==> src/rtl/k423_id_scoreboard.sv <==
// k423_id_scoreboard
// ID->EX issue controller. Holds a per-register pending scoreboard for
// long-latency destinations (MDU ops and loads), a single-entry MDU busy
// flag and an outstanding-load counter. It stalls RAW/WAW/structural
// hazards and provides the ID/EX valid/ready handshake.
//
// Optional build macro: K423_SB_WB_BYPASS_EN
//   defined   -> same-cycle writeback/done pulses are folded into the
//                hazard terms, so a dependent instruction issues in the
//                writeback cycle.
//   undefined -> hazards look at registered state only (one extra stall
//                cycle after writeback).

`ifndef INST_GRP_W
`define INST_GRP_W 5
`endif
`ifndef INST_RSDIDX_W
`define INST_RSDIDX_W 5
`endif

module k423_id_scoreboard #(
    parameter int REG_NUM     = 32,
    parameter int LOAD_OS_MAX = 2,
    parameter int LOAD_CNT_W  = 3
) (
    input  logic                      clk_i,
    input  logic                      rst_n_i,
    input  logic                      id_vld_i,
    output logic                      id_rdy_o,
    input  logic [`INST_GRP_W-1:0]    dec_grp_i,
    input  logic                      dec_lsu_load_i,
    input  logic                      dec_rs1_vld_i,
    input  logic                      dec_rs2_vld_i,
    input  logic [`INST_RSDIDX_W-1:0] dec_rs1_idx_i,
    input  logic [`INST_RSDIDX_W-1:0] dec_rs2_idx_i,
    input  logic                      dec_rd_vld_i,
    input  logic [`INST_RSDIDX_W-1:0] dec_rd_idx_i,
    input  logic                      ex_rdy_i,
    output logic                      issue_vld_o,
    input  logic                      flush_i,
    input  logic                      wb_vld_i,
    input  logic [`INST_RSDIDX_W-1:0] wb_idx_i,
    input  logic                      mdu_done_i,
    input  logic                      load_done_i,
    output logic                      mdu_busy_o,
    output logic [LOAD_CNT_W-1:0]     load_cnt_o,
    output logic [REG_NUM-1:0]        pending_o
);

    localparam int IDX_W   = `INST_RSDIDX_W;
    // One-hot group bit positions: ALU=0, MDU=1, LSU=2, BJU=3, CSR=4.
    localparam int GRP_MDU = 1;
    localparam int GRP_LSU = 2;
    localparam logic [LOAD_CNT_W-1:0] LOAD_MAX = LOAD_CNT_W'(LOAD_OS_MAX);

    logic [REG_NUM-1:0]    r_pending;
    logic                  r_mdu_busy;
    logic [LOAD_CNT_W-1:0] r_load_cnt;

    logic                  w_is_mdu;
    logic                  w_is_load;
    logic                  w_is_ll;
    logic [REG_NUM-1:0]    w_clr_mask;
    logic [REG_NUM-1:0]    w_set_mask;
    logic [REG_NUM-1:0]    w_pend_eff;
    logic                  w_mdu_busy_eff;
    logic [LOAD_CNT_W-1:0] w_load_cnt_eff;
    logic                  w_load_dec;
    logic                  w_raw;
    logic                  w_waw;
    logic                  w_struct;
    logic                  w_issue;
    logic                  w_fire;
    logic                  w_unused_grp;

    assign w_is_mdu     = dec_grp_i[GRP_MDU];
    assign w_is_load    = dec_grp_i[GRP_LSU] & dec_lsu_load_i;
    assign w_is_ll      = w_is_mdu | w_is_load;
    assign w_unused_grp = ^{dec_grp_i[0], dec_grp_i[`INST_GRP_W-1:3]};

    // A done pulse with nothing outstanding is ignored so the counter never wraps.
    assign w_load_dec = load_done_i & (r_load_cnt != '0);

    // Per-register set/clear masks; x0 never sets.
    generate
        for (genvar gi = 0; gi < REG_NUM; gi++) begin : g_mask
            assign w_clr_mask[gi] = wb_vld_i & (wb_idx_i == IDX_W'(gi));
            if (gi == 0) begin : g_x0
                assign w_set_mask[gi] = 1'b0;
            end else begin : g_xn
                assign w_set_mask[gi] = w_fire & w_is_ll & dec_rd_vld_i &
                                        (dec_rd_idx_i == IDX_W'(gi));
            end
        end
    endgenerate

`ifdef K423_SB_WB_BYPASS_EN
    assign w_pend_eff     = r_pending & ~w_clr_mask;
    assign w_mdu_busy_eff = r_mdu_busy & ~mdu_done_i;
    assign w_load_cnt_eff = r_load_cnt - LOAD_CNT_W'(w_load_dec);
`else
    assign w_pend_eff     = r_pending;
    assign w_mdu_busy_eff = r_mdu_busy;
    assign w_load_cnt_eff = r_load_cnt;
`endif

    // Hazard detection and the ID/EX handshake.
    always_comb begin
        w_raw    = (dec_rs1_vld_i & w_pend_eff[dec_rs1_idx_i]) |
                   (dec_rs2_vld_i & w_pend_eff[dec_rs2_idx_i]);
        w_waw    = dec_rd_vld_i & w_pend_eff[dec_rd_idx_i];
        w_struct = (w_is_mdu & w_mdu_busy_eff) |
                   (w_is_load & (w_load_cnt_eff == LOAD_MAX));
        w_issue  = id_vld_i & ~flush_i & ~w_raw & ~w_waw & ~w_struct;
        w_fire   = w_issue & ex_rdy_i;
    end

    assign issue_vld_o = w_issue;
    assign id_rdy_o    = ~id_vld_i | w_fire;

    // Scoreboard: a new long-latency destination wins over a same-index writeback.
    always_ff @(posedge clk_i or negedge rst_n_i) begin
        if (!rst_n_i) begin
            r_pending <= '0;
        end else begin
            r_pending <= w_set_mask | (r_pending & ~w_clr_mask);
        end
    end

    // MDU busy: a fire can only happen while idle, so a same-cycle done belongs to the old op.
    always_ff @(posedge clk_i or negedge rst_n_i) begin
        if (!rst_n_i) begin
            r_mdu_busy <= 1'b0;
        end else if (w_fire & w_is_mdu) begin
            r_mdu_busy <= 1'b1;
        end else if (mdu_done_i) begin
            r_mdu_busy <= 1'b0;
        end
    end

    // Outstanding-load counter: increment on load fire, decrement on completion.
    always_ff @(posedge clk_i or negedge rst_n_i) begin
        if (!rst_n_i) begin
            r_load_cnt <= '0;
        end else begin
            case ({w_fire & w_is_load, w_load_dec})
                2'b10:   r_load_cnt <= r_load_cnt + LOAD_CNT_W'(1);
                2'b01:   r_load_cnt <= r_load_cnt - LOAD_CNT_W'(1);
                default: r_load_cnt <= r_load_cnt;
            endcase
        end
    end

    // A load completion reported with no load outstanding indicates an upstream bug.
    a_load_done_underflow: assert property (
        @(posedge clk_i) disable iff (!rst_n_i) !(load_done_i && (r_load_cnt == '0))
    );

    assign mdu_busy_o = r_mdu_busy;
    assign load_cnt_o = r_load_cnt;
    assign pending_o  = r_pending;

endmodule

==> config.mk <==
export PLATFORM = sky130hd
export DESIGN_NAME = k423_id_scoreboard
export DESIGN_NICKNAME = d
export VERILOG_FILES = /design/src/rtl/k423_id_scoreboard.sv
export SDC_FILE = /design/constraint.sdc
export NUM_CORES = 1
export LEC_CHECK = 0
export ABC_AREA = 0
export BUFFER_PORTS_ARGS = -buffer_cell sky130_fd_sc_hd__buf_2
export CAP_MARGIN = 20
export CORE_ASPECT_RATIO = 1.5
export CORE_MARGIN = 3
export CORE_UTILIZATION = 25
export CTS_BUF_LIST = sky130_fd_sc_hd__clkbuf_4
export DETAILED_ROUTE_END_ITERATION = 8
export PLACE_DENSITY_LB_ADDON = 0.1
export SYNTH_ARGS = -nofsm -noshare
export SYNTH_HDL_FRONTEND = slang
export SYNTH_SLANG_ARGS = --single-unit
==> constraint.sdc <==
create_clock -name clk_i -period 3.3 [get_ports clk_i]
set_input_delay 0.165 -clock clk_i [delete_from_list [all_inputs] [get_ports clk_i]]
set_output_delay 0.165 -clock clk_i [all_outputs]
set_load 0.02 [all_outputs]
## Yosys cells after proc, flatten, opt, wreduce, memory -nomap -nowiden

Cells that the tools add are included.

- Add/sub/neg operators: 2
- Order comparisons: 3
- Eq/ne operators: 65
- Muxes and demuxes: 9
- Bitwise gates (word level): 91
- Reduce and logical (&&, ||, !) cells: 4

Operators with widths:

| operator | number |
|---|---|
| $eq 5x5->1 const B | 32 |
| $eq 5x4->1 const B | 16 |
| $and 1x1->1 | 79 |
| $eq 5x3->1 const B | 8 |
| $and 32x32->32 | 1 |
| $not 32->32 | 1 |
| $or 32x32->32 | 1 |
| $eq 5x2->1 const B | 4 |
| $lt 5x6->1 const B | 3 |
| $bmux 1 s5 | 3 |
| $eq 5x1->1 const B | 2 |
| $pmux 3 s2 | 1 |
| $logic_not 5->1 | 1 |
| $mux 1 | 5 |
| $not 1->1 | 5 |
| $or 1x1->1 | 4 |
| $reduce_bool 2->1 | 2 |
| $add 3x1->3 const B | 1 |
| $eq 3x2->1 const B | 1 |
| $reduce_bool 3->1 | 1 |
| $sub 3x1->3 const B | 1 |
| $eq 2x1->1 const B | 1 |
| $eq 2x2->1 const B | 1 |

- Flip-flop bits (word level): 36
- Input bits: 37
- Output and inout port bits: 38

## Longest topological paths before layout

Gate-level depths: netlist of run 1.

- Word-level depth: 13
- Depth in mapped cells: 14
- Mapped depth without buffers: 12

## Worst setup path after synthesis of run 1

No wires, ideal clock.

- Kind: reg2reg
- Start: register r_pending[23] (netlist: pending_o[23])
- End: register r_load_cnt[2] (netlist: load_cnt_o[2])
- Library setup time: 0.133 ns
- Arrival: 2.863 ns
- Required time: 3.167 ns
- Setup slack: 0.305 ns
- Cell stages (with the launch flop): 13
- Path buffers: 0
- Clock period less this slack: 2.995 ns
- Cell sequence: dfrtp_1 > mux4_2 > mux4_2 > a2bb2oi_1 > nand3_2 > nand2_1 > or3_1 > ha_1 > inv_1 > fa_1 > xor2_1 > nor2_1 > xor2_1

- Longest elaborated chain between the ends: 12
- Elaborated cells on any way between the ends: 21
- Those cells by class: 2 x eq/ne; 7 x mux; 11 x bitwise; 1 x reduce/logical

Ends and longest elaborated chain:

| item | RTL line | source |
|---|---|---|
| from (decl) | 56 | `logic [REG_NUM-1:0] r_pending;` |
| from (signal assigned) | 126 | `r_pending <= w_set_mask \| (r_pending & ~w_clr_mask);` |
| $bmux 1 s5, on equally long branches | 109, 110 |  |
| $mux 1, on equally long branches | 109, 110 |  |
| $and 1x1->1, on equally long branches | 109, 110 |  |
| $or 1x1->1 | 109 | `w_raw = (dec_rs1_vld_i & w_pend_eff[dec_rs1_idx_i]) \|` |
| $not 1->1 | 114 | `w_issue = id_vld_i & ~flush_i & ~w_raw & ~w_waw & ~w_struct;` |
| $and 1x1->1 | 114 |  |
| $and 1x1->1 * (2 in series) | 114 |  |
| $and 1x1->1 * | 115 | `w_fire = w_issue & ex_rdy_i;` |
| $and 1x1->1 * | 146 | `case ({w_fire & w_is_load, w_load_dec})` |
| $eq 2x1->1 / $eq 2x2->1 (equally long branches) | 146 |  |
| $pmux 3 s2 / $reduce_bool 2->1 (equally long branches) | -- |  |
| to (signal assigned) | 147 | `2'b10: r_load_cnt <= r_load_cnt + LOAD_CNT_W'(1);` |
| to (signal assigned) | 148 | `2'b01: r_load_cnt <= r_load_cnt - LOAD_CNT_W'(1);` |
| to (signal assigned) | 149 | `default: r_load_cnt <= r_load_cnt;` |
| to (decl) | 58 | `logic [LOAD_CNT_W-1:0] r_load_cnt;` |

Mark *: on every way between the ends. The rest lies on a longest branch, timed or not. The select of a mux whose other input is x is not followed.
A chain may end at the register's enable or synchronous reset.

## Worst setup path in the final report of run 1

- Start: register r_pending[21] (netlist: pending_o[21])
- End: register r_load_cnt[2] (netlist: load_cnt_o[2])

The elaborated chain is that of the path after synthesis.

==> metrics.txt, run 1 <==
critical path data required time roughly 3.6 ns; Hold Vio Cnt, Final 0; clk slew on worst S/H paths around 0.11 ns; mean post-synth cell area approximately 11 sq um; hold slack final 0.0728 ns; overall routing resource usage 17.5%; total power 1.11 mW; post-synthesis cell count roughly 230; total wirelength of the detailed-routed design 9630 microns; element type at the critical path end register; topmost layer with routed signal wires met4; die footprint roughly 11000 sq um; number of max-cap violations 0; peak supply drop roughly 0.12 mV; wire per inst ~23 microns; standard-cell row count 44; DR vias approximately 2300; last weighted congestion value of the routability-driven placer 0.809; clock insertion delay at the later pin of the skew report ~0.36 ns; part of the Yosys area used for sequential elements between 30% and 40%; Post-Route M1 WL between 3000 and 4000 microns; Netlist cell types 44; pin count of the biggest net entering global routing 37; wire length of the first global-routing pass 14600 microns; worst hold path endpoint mdu_busy_o$_DFFE_PN0P_; area after detailed placement between 3000 and 4000 sq um; die span in x 88.3 microns; count of buffers from port buffering 71; cell at the root of the clock tree sky130_fd_sc_hd__clkbuf_4; Final Skew 0.00872 ns; fraction of layout cells with a size suffix above 1 roughly two fifths; run status completed; setup violators final 0; setup repair after global routing missed its margin false; area of all placed cells without fillers 3130 sq um; Mapped Nets roughly 270; Power Dens Cells around 350 nW/um^2; worst reg-to-reg setup slack around 0.17 ns; Critical Path Slowest Stage Cell sky130_fd_sc_hd__mux4_2; vias in the first global route between 2000 and 2500; worst hold start dec_grp_i[1]; number of antenna violations at the first check in global routing 0; remaining antenna violation count after routing 0; worst hold path depth 3; remaining global-route overflow 0; CTS max path bufs 2; Crit path buffers/inverters 1; number of enable flip-flop cells after synthesis 0; IO Pins 75; DIE HEIGHT between 100 and 150 microns; number of hold buffers added after cts 2; maximum clock frequency around 320 MHz; warnings from Yosys 0; half-perimeter wire length after detailed placement approximately 7400 microns; number of storage elements in the synthesis netlist 36; series of cell instances along the critical path mux4_2 > mux4_2 > a2bb2oi_1 > nand3_2 > nand2_1 > or3_1 > ha_1 > inv_1 > fa_1 > xor2_1 > nor2_1 > xor2_1; final layout net count about 350; top_reg_cell synth sky130_fd_sc_hd__dfrtp_1; Max Fanout on Critical Path 5; Slew HR 43.6%; slew at the pin with the worst max-slew slack roughly 0.85 ns; cell type group with the largest total delay on the critical path multiplexers; Setup Total Neg Slack 0 ns; time the final worst path needs with I/O delays and setup 3.13 ns; final period utilization 94.7%; 1st-iter DRT viols 192; startpoint type of the worst setup path register; starting density of the core between 20 and 30%; slowest stage delay, CP between 0.4 and 0.5 ns; clock tree from TritonCTS done; Setup Crit Path Kind register to register; Static Leak approximately 1.4 nW; count of cells along the worst register-to-register path 12; iteration count of the initial detailed-routing pass 4; post-synthesis cell area between 2000 and 3000 sq um; path class of the lowest-slack min-delay path input port to register; post-detailed-route DRC marker count 0; cts bufs inserted 5; proportion of register bits with asynchronous set or reset after synthesis 100%; Met2 Routed Length about 5000 microns; Area growth syn-to-layout 23.1%; Resized cells post-CTS 0; clock sink count 36; H-tree levels 2; # Post-CTS Setup Buffers 0; worst reg2reg path startpoint pending_o[21]$_DFF_PN0_; arrival time reported for the critical path endpoint 3.38 ns; final-layout fill cell count 1055; average vias per placed instance roughly 5.5; Final Max Tran Viols 0; destination of the worst register-to-register timing path load_cnt_o[2]$_DFFE_PN0P_; met3 wire len ~520 microns; Core Area between 9000 and 10000 sq um; count of antenna diodes in the layout 0
-- cell usage in the layout (no fill, tap or decap), types with 4 or more instances in the layout --
master	synthesis	routed
sky130_fd_sc_hd__buf_2	6	71
sky130_fd_sc_hd__buf_4	0	14
sky130_fd_sc_hd__clkbuf_4	0	5
sky130_fd_sc_hd__dfrtp_1	36	36
sky130_fd_sc_hd__inv_1	9	9
sky130_fd_sc_hd__mux2i_1	13	13
sky130_fd_sc_hd__mux4_2	22	22
sky130_fd_sc_hd__nand2_1	12	12
sky130_fd_sc_hd__nand2b_1	7	7
sky130_fd_sc_hd__nand3_1	7	7
sky130_fd_sc_hd__nor2_1	6	6
sky130_fd_sc_hd__nor2b_1	5	5
sky130_fd_sc_hd__o21ai_0	33	33
sky130_fd_sc_hd__o31ai_1	27	27
sky130_fd_sc_hd__or2_2	4	4
-- power breakdown --
part	switching (mW)	internal [mW]	total, mW
clock	0.162	0.0745	0.236
combinational	0.204	0.142	0.346
sequential	0.0488	0.476	0.525
total	0.415	0.692	1.11
-- routing by layer --
metal  vias up  track usage (%)
met5         -                0
met4         0             6.14
met3        14             2.54
met2        90             30.6
met1      1170             21.5
li1       1067                -
-- tightest hold or removal path: cells and delay by family --
kind | cells | cell delay (ns)
buffers and inverters | 1 | 0.12
AOI/OAI and AO/OA | 1 | 0.06
and+or+nand+nor | 1 | 0.06
-- per-stage QoR --
step	std cells	setup slack (ns)	util, %
2_1_floorplan	233	0.305	-
3_3_place_gp	415	0.111	31.3
3_5_place_dp	415	0.133	31.3
4_1_cts	424	0.149	31.9
5_1_grt	424	0.00746	31.9
6_report	424	0.175	31.9
-- cell usage after synthesis, drive strengths merged, types with 3 or more instances --
master	count	area share, %
nand2b	7	1.7
buf	11	2.2
nand4	3	1.6
o21ai	33	6.5
mux4	22	19
inv	9	1.3
nand2	12	1.8
dfrtp	36	35
nand3	8	1.8
nor2b	5	1.2
o31ai	29	9.0
nor2	6	0.89
clkbuf	7	1.0
mux2i	13	5.1
or2	4	0.98
-- worst max-delay path by stage --
stage,endpoint,startpoint,cells after the start
floorplan,load_cnt_o[2]$_DFFE_PN0P_,pending_o[23]$_DFF_PN0_,12
global placement,load_cnt_o[2]$_DFFE_PN0P_,dec_rs1_idx_i[0],13
detailed placement,load_cnt_o[2]$_DFFE_PN0P_,dec_rs1_idx_i[0],13
CTS,load_cnt_o[2]$_DFFE_PN0P_,pending_o[16]$_DFF_PN0_,12
global route,load_cnt_o[2]$_DFFE_PN0P_,pending_o[18]$_DFF_PN0_,13
finish,load_cnt_o[2]$_DFFE_PN0P_,pending_o[21]$_DFF_PN0_,12
-- final cells by class --
type	instances	area, sq um	area share [%]
multi-input cells	170	1530	48.7
flip-flops and latches	36	901	28.8
repair buffers	87	480	15.4
well taps	115	144	4.60
clock buffers	5	37.5	1.20
inverters	9	33.8	1.08
clock inverters	2	7.51	0.240
-- registers in the layout (all words and copies together), names as in the netlist --
name,cells
pending_o,32
load_cnt_o,3
mdu_busy_o,1
-- logic make-up (layout without fill, tap and decap cells) --
family / after synthesis / after routing / synth area share, %
AO/OA/AOI/OAI: 80 / 80 / 21.6
XOR/XNOR: 3 / 3 / 1.03
flip-flops: 36 / 36 / 35.4
AND/OR/NAND/NOR: 49 / 49 / 11.1
buffers and inverters: 27 / 103 / 4.58
multiplexers: 36 / 36 / 25.0
adder cells (fa/ha/maj): 2 / 2 / 1.28
No activity file was read; power rests on OpenSTA's default activity.
==> run 2, diff against run 1 <==
--- a/config.mk
+++ b/config.mk
@@ -5,7 +5,7 @@
 export SDC_FILE = /design/constraint.sdc
 export NUM_CORES = 1
 export LEC_CHECK = 0
-export ABC_AREA = 0
+export ABC_AREA = 1
 export BUFFER_PORTS_ARGS = -buffer_cell sky130_fd_sc_hd__buf_2
 export CAP_MARGIN = 20
 export CORE_ASPECT_RATIO = 1.5
==> run 2 against run 1 <==
  * Sequential power about the same
  * Flip-flop and latch count stayed put
  * Clock skew is 0.0031 ns higher
  * Fmax rose by 23%
  * Highest routed layer unchanged
==> metrics.txt, run 2 <==
DIE HEIGHT around 140 microns; Final Skew roughly 0.012 ns; Mapped Nets 531; number of max-cap violations 0; wire length of the first global-routing pass about 19000 microns; smallest setup slack after layout roughly 0.75 ns; Netlist cell types 34; largest cells by area after synthesis sky130_fd_sc_hd__dfrtp_1, sky130_fd_sc_hd__nand2_1, sky130_fd_sc_hd__o21ai_0, sky130_fd_sc_hd__nand3_1, sky130_fd_sc_hd__nand4_1; Slew HR 41.6%; maximum clock frequency 393 MHz; critical path data required time approximately 3.1 ns; die span in x 96.3 microns; setup violators final 0; Resized cells post-CTS 0; # Post-CTS Setup Buffers 0; slew at the pin with the worst max-slew slack 0.876 ns; Static Leak approximately 1.8 nW; mean post-synth cell area 6.22 sq um; area of all placed cells without fillers approximately 3500 sq um; clock sink count 36; path class of the lowest-slack min-delay path input port to register; Area growth syn-to-layout 14.6%; max FFs per register 32; final layout net count about 600; CTS max path bufs 2; H-tree levels 2; fraction of layout cells with a size suffix above 1 18.4%; Max Fanout on Critical Path 33; remaining antenna violation count after routing 0; library cell with the highest instance count after synthesis sky130_fd_sc_hd__nand2_1; area after detailed placement ~3400 sq um; share of Yosys cell area claimed by the top area cell type slightly below 30%; half-perimeter wire length after detailed placement around 9400 microns; cell types with the highest counts after synthesis sky130_fd_sc_hd__nand2_1, sky130_fd_sc_hd__o21ai_0, sky130_fd_sc_hd__nand3_1, sky130_fd_sc_hd__dfrtp_1, sky130_fd_sc_hd__nor2_1; clock tree from TritonCTS done; count of buffers from port buffering 71; clock insertion delay at the later pin of the skew report about 0.36 ns; Hold Vio Cnt, Final 0; IO Pins 75; Setup Total Neg Slack 0 ns; number of enable flip-flop cells after synthesis 0; worst slack, placed slightly below 0.6 ns; met2 Use GR 32.8%; total wirelength of the detailed-routed design around 13000 microns; number of storage elements in the synthesis netlist 36; clk slew on worst S/H paths ~0.11 ns; proportion of register bits with asynchronous set or reset after synthesis 100%; arrival time reported for the critical path endpoint 2.38 ns; Core Area ~12000 sq um; startpoint type of the worst setup path register; remaining global-route overflow 0; most frequent standard cell in the layout excluding fill and tap cells sky130_fd_sc_hd__nand2_1; 1st-iter DRT viols between 200 and 250; DR vias around 3600; average vias per placed instance between 5 and 6; Power Dens Cells between 300 and 400 nW/um^2; routing usage on met1 between 20% and 30%; setup repair after global routing missed its margin false; cell at the root of the clock tree sky130_fd_sc_hd__clkbuf_4; commonest cells after routing, fill and taps aside sky130_fd_sc_hd__nand2_1, sky130_fd_sc_hd__buf_2, sky130_fd_sc_hd__o21ai_0, sky130_fd_sc_hd__nand3_1, sky130_fd_sc_hd__dfrtp_1; last weighted congestion value of the routability-driven placer ~0.83; time the final worst path needs with I/O delays and setup about 2.5 ns; number of hold buffers added after cts 1; warnings from Yosys 0; post-detailed-route DRC marker count 0; wire per inst 17.9 microns; Final Max Tran Viols 0; routing layer with the top usage in global route met2; top_reg_cell synth sky130_fd_sc_hd__dfrtp_1; run status completed; part of the Yosys area used for sequential elements about 29%; number of antenna violations at the first check in global routing 1; standard-cell row count 48; post-synthesis cell count slightly below 500; final period utilization 77.2%; peak supply drop between 0.2 and 0.25 mV; met3 usage in global routing about 2.3%; starting density of the core between 20% and 30%; vias in the first global route approximately 3400; cts bufs inserted 5; final core utilization roughly 30%; die footprint between 10000 and 15000 sq um; post-synthesis cell area ~3100 sq um; iteration count of the initial detailed-routing pass 5; overall routing resource usage roughly a fifth; most area-hungry cell type in the Yosys netlist sky130_fd_sc_hd__dfrtp_1; Setup Crit Path Kind register to output pin; element type at the critical path end output pin; pin count of the biggest net entering global routing 37
-- run 2: cell types whose count changed after synthesis, sizes merged, moves of 18 or more --
cell / delta
nand2: +178
nor3: +18
nor2: +34
mux4: -22
nand3: +34
inv: +28
o31ai: -29
nand4: +29
-- run 2: per-stage QoR --
| stage | total power, mW | hold WS [ns] | cells |
|---|---|---|---|
| final | 1.17 | 0.0330 | 700 |
| after global placement | 0.921 | 0.336 | 690 |
| after CTS | 1.19 | 0.00814 | 699 |
| after detailed placement | 0.927 | 0.346 | 690 |
| after floorplan | 0.784 | -0.131 | 492 |
| after global routing | 1.26 | 0.0470 | 700 |
-- run 2: cell type report --
class,instances,area (sq um)
fillers,1370,8210
multi-input cells,392,1820
flip-flops and latches,36,901
repair buffers,75,388
well taps,150,188
inverters,38,148
clock buffers,7,52.6
clock inverters,1,3.75
diodes,1,2.50
-- run 2: metal layers --
metal,share of wire (%),vias up,wire [microns]
li1,-,1749,-
met1,41,1675,5140
met2,52,107,6480
met3,4.4,20,549
met4,2.9,0,361
met5,0,-,0
-- run 2: worst paths after layout --
check,start,end,slack (ns),cells after the start
worst max-delay path,pending_o[25]$_DFF_PN0_,id_rdy_o,0.75,13
worst min-delay path,mdu_done_i,mdu_busy_o$_DFFE_PN0P_,0.03,4
worst max register to register,pending_o[2]$_DFF_PN0_,load_cnt_o[2]$_DFFE_PN0P_,0.78,14
worst min register to register,load_cnt_o[0]$_DFFE_PN0P_,load_cnt_o[0]$_DFFE_PN0P_,0.53,1
max in group asynchronous,rst_n_i,pending_o[26]$_DFF_PN0_,2.28,2
min in group asynchronous,rst_n_i,pending_o[3]$_DFF_PN0_,0.45,2
-- run 2: worst max-delay path: stages (launching register included) --
cell and delay, ns:
sky130_fd_sc_hd__dfrtp_1 0.50, sky130_fd_sc_hd__nand2_1 0.10, sky130_fd_sc_hd__nand3_1 0.08, sky130_fd_sc_hd__nand3_1 0.10, sky130_fd_sc_hd__nand2_1 0.07, sky130_fd_sc_hd__nand2_1 0.06
sky130_fd_sc_hd__nand3_1 0.07, sky130_fd_sc_hd__nand3_1 0.16, sky130_fd_sc_hd__nand3_2 0.10, sky130_fd_sc_hd__nor2_4 0.11, sky130_fd_sc_hd__buf_4 0.33, sky130_fd_sc_hd__nand2_1 0.12
sky130_fd_sc_hd__nand2_1 0.08, sky130_fd_sc_hd__buf_2 0.15
-- run 2: kinds of logic after synthesis --
| kind of cell | count (synthesis) | synth area share (%) |
|---|---|---|
| compound gates | 63 | 11.0 |
| xor+xnor | 2 | 0.573 |
| fa+ha+maj | 2 | 1.06 |
| buf+inv | 64 | 11.1 |
| flops | 36 | 29.4 |
| simple gates | 325 | 46.7 |
-- run 2: report_power, final --
| part | internal, mW | switching, mW |
|---|---|---|
| clock | 0.0985 | 0.159 |
| combinational | 0.120 | 0.271 |
| sequential | 0.477 | 0.0469 |
| total | 0.695 | 0.477 |
==> run 3, diff against run 2 <==
==> constraint.sdc (replaced) <==
create_clock -name clk_i -period 2.45 [get_ports clk_i]
set_input_delay 0.1225 -clock clk_i [delete_from_list [all_inputs] [get_ports clk_i]]
set_output_delay 0.1225 -clock clk_i [all_outputs]
set_load 0.02 [all_outputs]
==> run 3 against run 2 <==
  * Core utilization up 4.5 points
  * Clock skew up 0.0025 ns
  * Largest power group unchanged
  * Setup slack worse by 0.69 ns
  * Clock power up 24%
  * Flip-flop and latch count unchanged
  * Sequential share of layout area down 2.7 points
  * Largest cell class unchanged
  * Combinational power up 68%
  * Via count up 3.9%
  * Global-route usage up 0.64 points
  * Register-to-register slack worse by 0.72 ns
  * Wire length up 3.7%
  * Worst hold slack better by 0.026 ns
==> metrics.txt, run 3 (synthesis results as in run 2) <==
run status completed; wire per inst about 17 microns; topmost layer with routed signal wires met4; time the final worst path needs with I/O delays and setup around 2.4 ns; DIE HEIGHT between 100 and 150 microns; Post-Route M1 WL approximately 5400 microns; Core Area around 12000 sq um; die footprint ~14000 sq um; clock insertion delay at the later pin of the skew report between 0.3 and 0.4 ns; Hold Vio Cnt, Final 0; most frequent standard cell in the layout excluding fill and tap cells sky130_fd_sc_hd__nand2_1; peak supply drop 0.330 mV; final core utilization 34.4%; average vias per placed instance a little under 5; setup repair after global routing missed its margin true; cell at the root of the clock tree sky130_fd_sc_hd__clkbuf_4; element type at the critical path end register; overall routing resource usage about 19%; fraction of layout cells with a size suffix above 1 a little under a third; remaining global-route overflow 0; CTS max path bufs 2; Area growth syn-to-layout 31.7%; commonest cells after routing, fill and taps aside sky130_fd_sc_hd__nand2_1, sky130_fd_sc_hd__buf_2, sky130_fd_sc_hd__buf_4, sky130_fd_sc_hd__nand3_1, sky130_fd_sc_hd__o21ai_0; vias in the first global route 3690; Final Skew between 0.01 and 0.015 ns; wire length of the first global-routing pass 20200 microns; arrival time reported for the critical path endpoint 2.68 ns; standard-cell row count 48; Static Leak 2.09 nW; multi-input gate area in the final layout 1870 sq um; remaining antenna violation count after routing 0; Power Dens Cells 416 nW/um^2; Met2 Routed Length slightly below 7000 microns; H-tree levels 2; final layout net count 641; final-layout fill cell count 1334; startpoint type of the worst setup path register; iteration count of the initial detailed-routing pass 4; hold slack final 0.0588 ns; DR vias around 3700; slew at the pin with the worst max-slew slack between 0.8 and 0.9 ns; sequential group share of total power a little over two fifths; Setup Crit Path Kind register to register; setup violators final 0; count of cells along the worst register-to-register path 15; Final Max Tran Viols 0; Max Fanout on Critical Path 3; Slew HR 40.3%; proportion of power drawn by combinational gates between 30% and 40%; pin count of the biggest net entering global routing 37; final period utilization about 100%; clock sink count 36; clk slew on worst S/H paths 0.13 ns; worst hold path depth 3; last weighted congestion value of the routability-driven placer between 0.8 and 0.9; met3 wire len ~500 microns; area used by sequential logic in the layout 927 sq um; Clk network pwr share 18.9%; maximum clock frequency roughly 420 MHz; number of max-cap violations 0; IO Pins 75; count of buffers from port buffering 71; critical path data required time approximately 2.7 ns; post-detailed-route DRC marker count 0; net switching power figure between 0.6 and 0.7 mW; die span in x between 90 and 100 microns; total wirelength of the detailed-routed design approximately 13000 microns; max FFs per register 32; 1st-iter DRT viols about 150; path class of the lowest-slack min-delay path input port to register; starting density of the core 26.1%; number of antenna violations at the first check in global routing 1; half-perimeter wire length after detailed placement ~9900 microns; Power Internal around 1 mW; cts bufs inserted 5; clock tree from TritonCTS done; switching part of the total just over 40%
## run 3: cell types whose count changed in the layout (fill, tap and decap cells not counted), sizes merged
cell         change
clkbuf           -1
clkinv           +1
dlygate4sd3      +1
buf             +52
## run 3: layout make-up
type	count	area share [%]
clock inverters	2	0.186
well taps	150	4.66
repair buffers	129	21.0
clock buffers	5	0.932
inverters	38	3.67
flip-flops and latches	36	23.0
diodes	1	0.0621
multi-input cells	392	46.5
## run 3: worst paths after layout
| path | startpoint | end | slack [ns] |
|---|---|---|---|
| setup reg to reg | pending_o[22]$_DFF_PN0_ | load_cnt_o[1]$_DFFE_PN0P_ | 0.06 |
| hold / removal | wb_idx_i[4] | pending_o[0]$_DFF_PN0_ | 0.06 |
| hold reg to reg | load_cnt_o[0]$_DFFE_PN0P_ | load_cnt_o[0]$_DFFE_PN0P_ | 0.53 |
| max in group asynchronous | rst_n_i | pending_o[28]$_DFF_PN0_ | 1.41 |
| setup / recovery | pending_o[22]$_DFF_PN0_ | load_cnt_o[1]$_DFFE_PN0P_ | 0.06 |
| min in group asynchronous | rst_n_i | pending_o[20]$_DFF_PN0_ | 0.41 |
## run 3: through the flow
stage | instance area [sq um] | setup slack, ns | std cells | TNS (ns) | total power, mW
finish | 4030 | 0.0647 | 753 | 0 | 1.68
global route | 4030 | -0.0434 | 753 | -0.0723 | 1.78
CTS | 3840 | -0.00257 | 742 | -0.00257 | 1.64
detailed placement | 3760 | -0.0243 | 732 | -0.0243 | 1.31
global placement | 3760 | 0.0105 | 732 | 0 | 1.31
floorplan | 3060 | 0.00816 | 492 | 0 | 1.06
## run 3: power groups by stage
| stage | logic, mW | registers [mW] | clock network (mW) |
|---|---|---|---|
| floorplan | 0.301 | 0.756 | 0 |
| global placement | 0.592 | 0.714 | 0 |
| detailed placement | 0.595 | 0.713 | 0 |
| CTS | 0.606 | 0.701 | 0.329 |
| global route | 0.730 | 0.709 | 0.344 |
| finish | 0.656 | 0.703 | 0.318 |
## run 3: routing by layer
layer | up-vias | global-route usage (%)
met3 | 13 | 2.76
met1 | 1750 | 23.5
li1 | 1849 | -
met5 | - | 0
met4 | 0 | 5.91
met2 | 78 | 34.9
## run 3: worst max-delay path, stage by stage, from the launching register on
cell and delay [ns]:
sky130_fd_sc_hd__dfrtp_2 0.45, sky130_fd_sc_hd__buf_4 0.16, sky130_fd_sc_hd__nand2_1 0.06, sky130_fd_sc_hd__nand3_1 0.06, sky130_fd_sc_hd__nand3_1 0.07, sky130_fd_sc_hd__nand2_1 0.07, sky130_fd_sc_hd__nand2_1 0.06, sky130_fd_sc_hd__nand3_1 0.08
sky130_fd_sc_hd__nand3_2 0.12, sky130_fd_sc_hd__nand3_2 0.09, sky130_fd_sc_hd__nor2_4 0.17, sky130_fd_sc_hd__nand4_1 0.11, sky130_fd_sc_hd__ha_2 0.20, sky130_fd_sc_hd__inv_2 0.06, sky130_fd_sc_hd__fa_2 0.43, sky130_fd_sc_hd__o21ai_1 0.12
## run 3: timing repair
action | CTS | global route
resized for setup | 2 | 47
endpoints found under the hold margin | 37 | 0
pin swaps | 1 | 8
cloned | 0 | 1
endpoints found under the setup margin | 2 | 4
buffers inserted | 1 | 9
hold buffers | 2 | 0
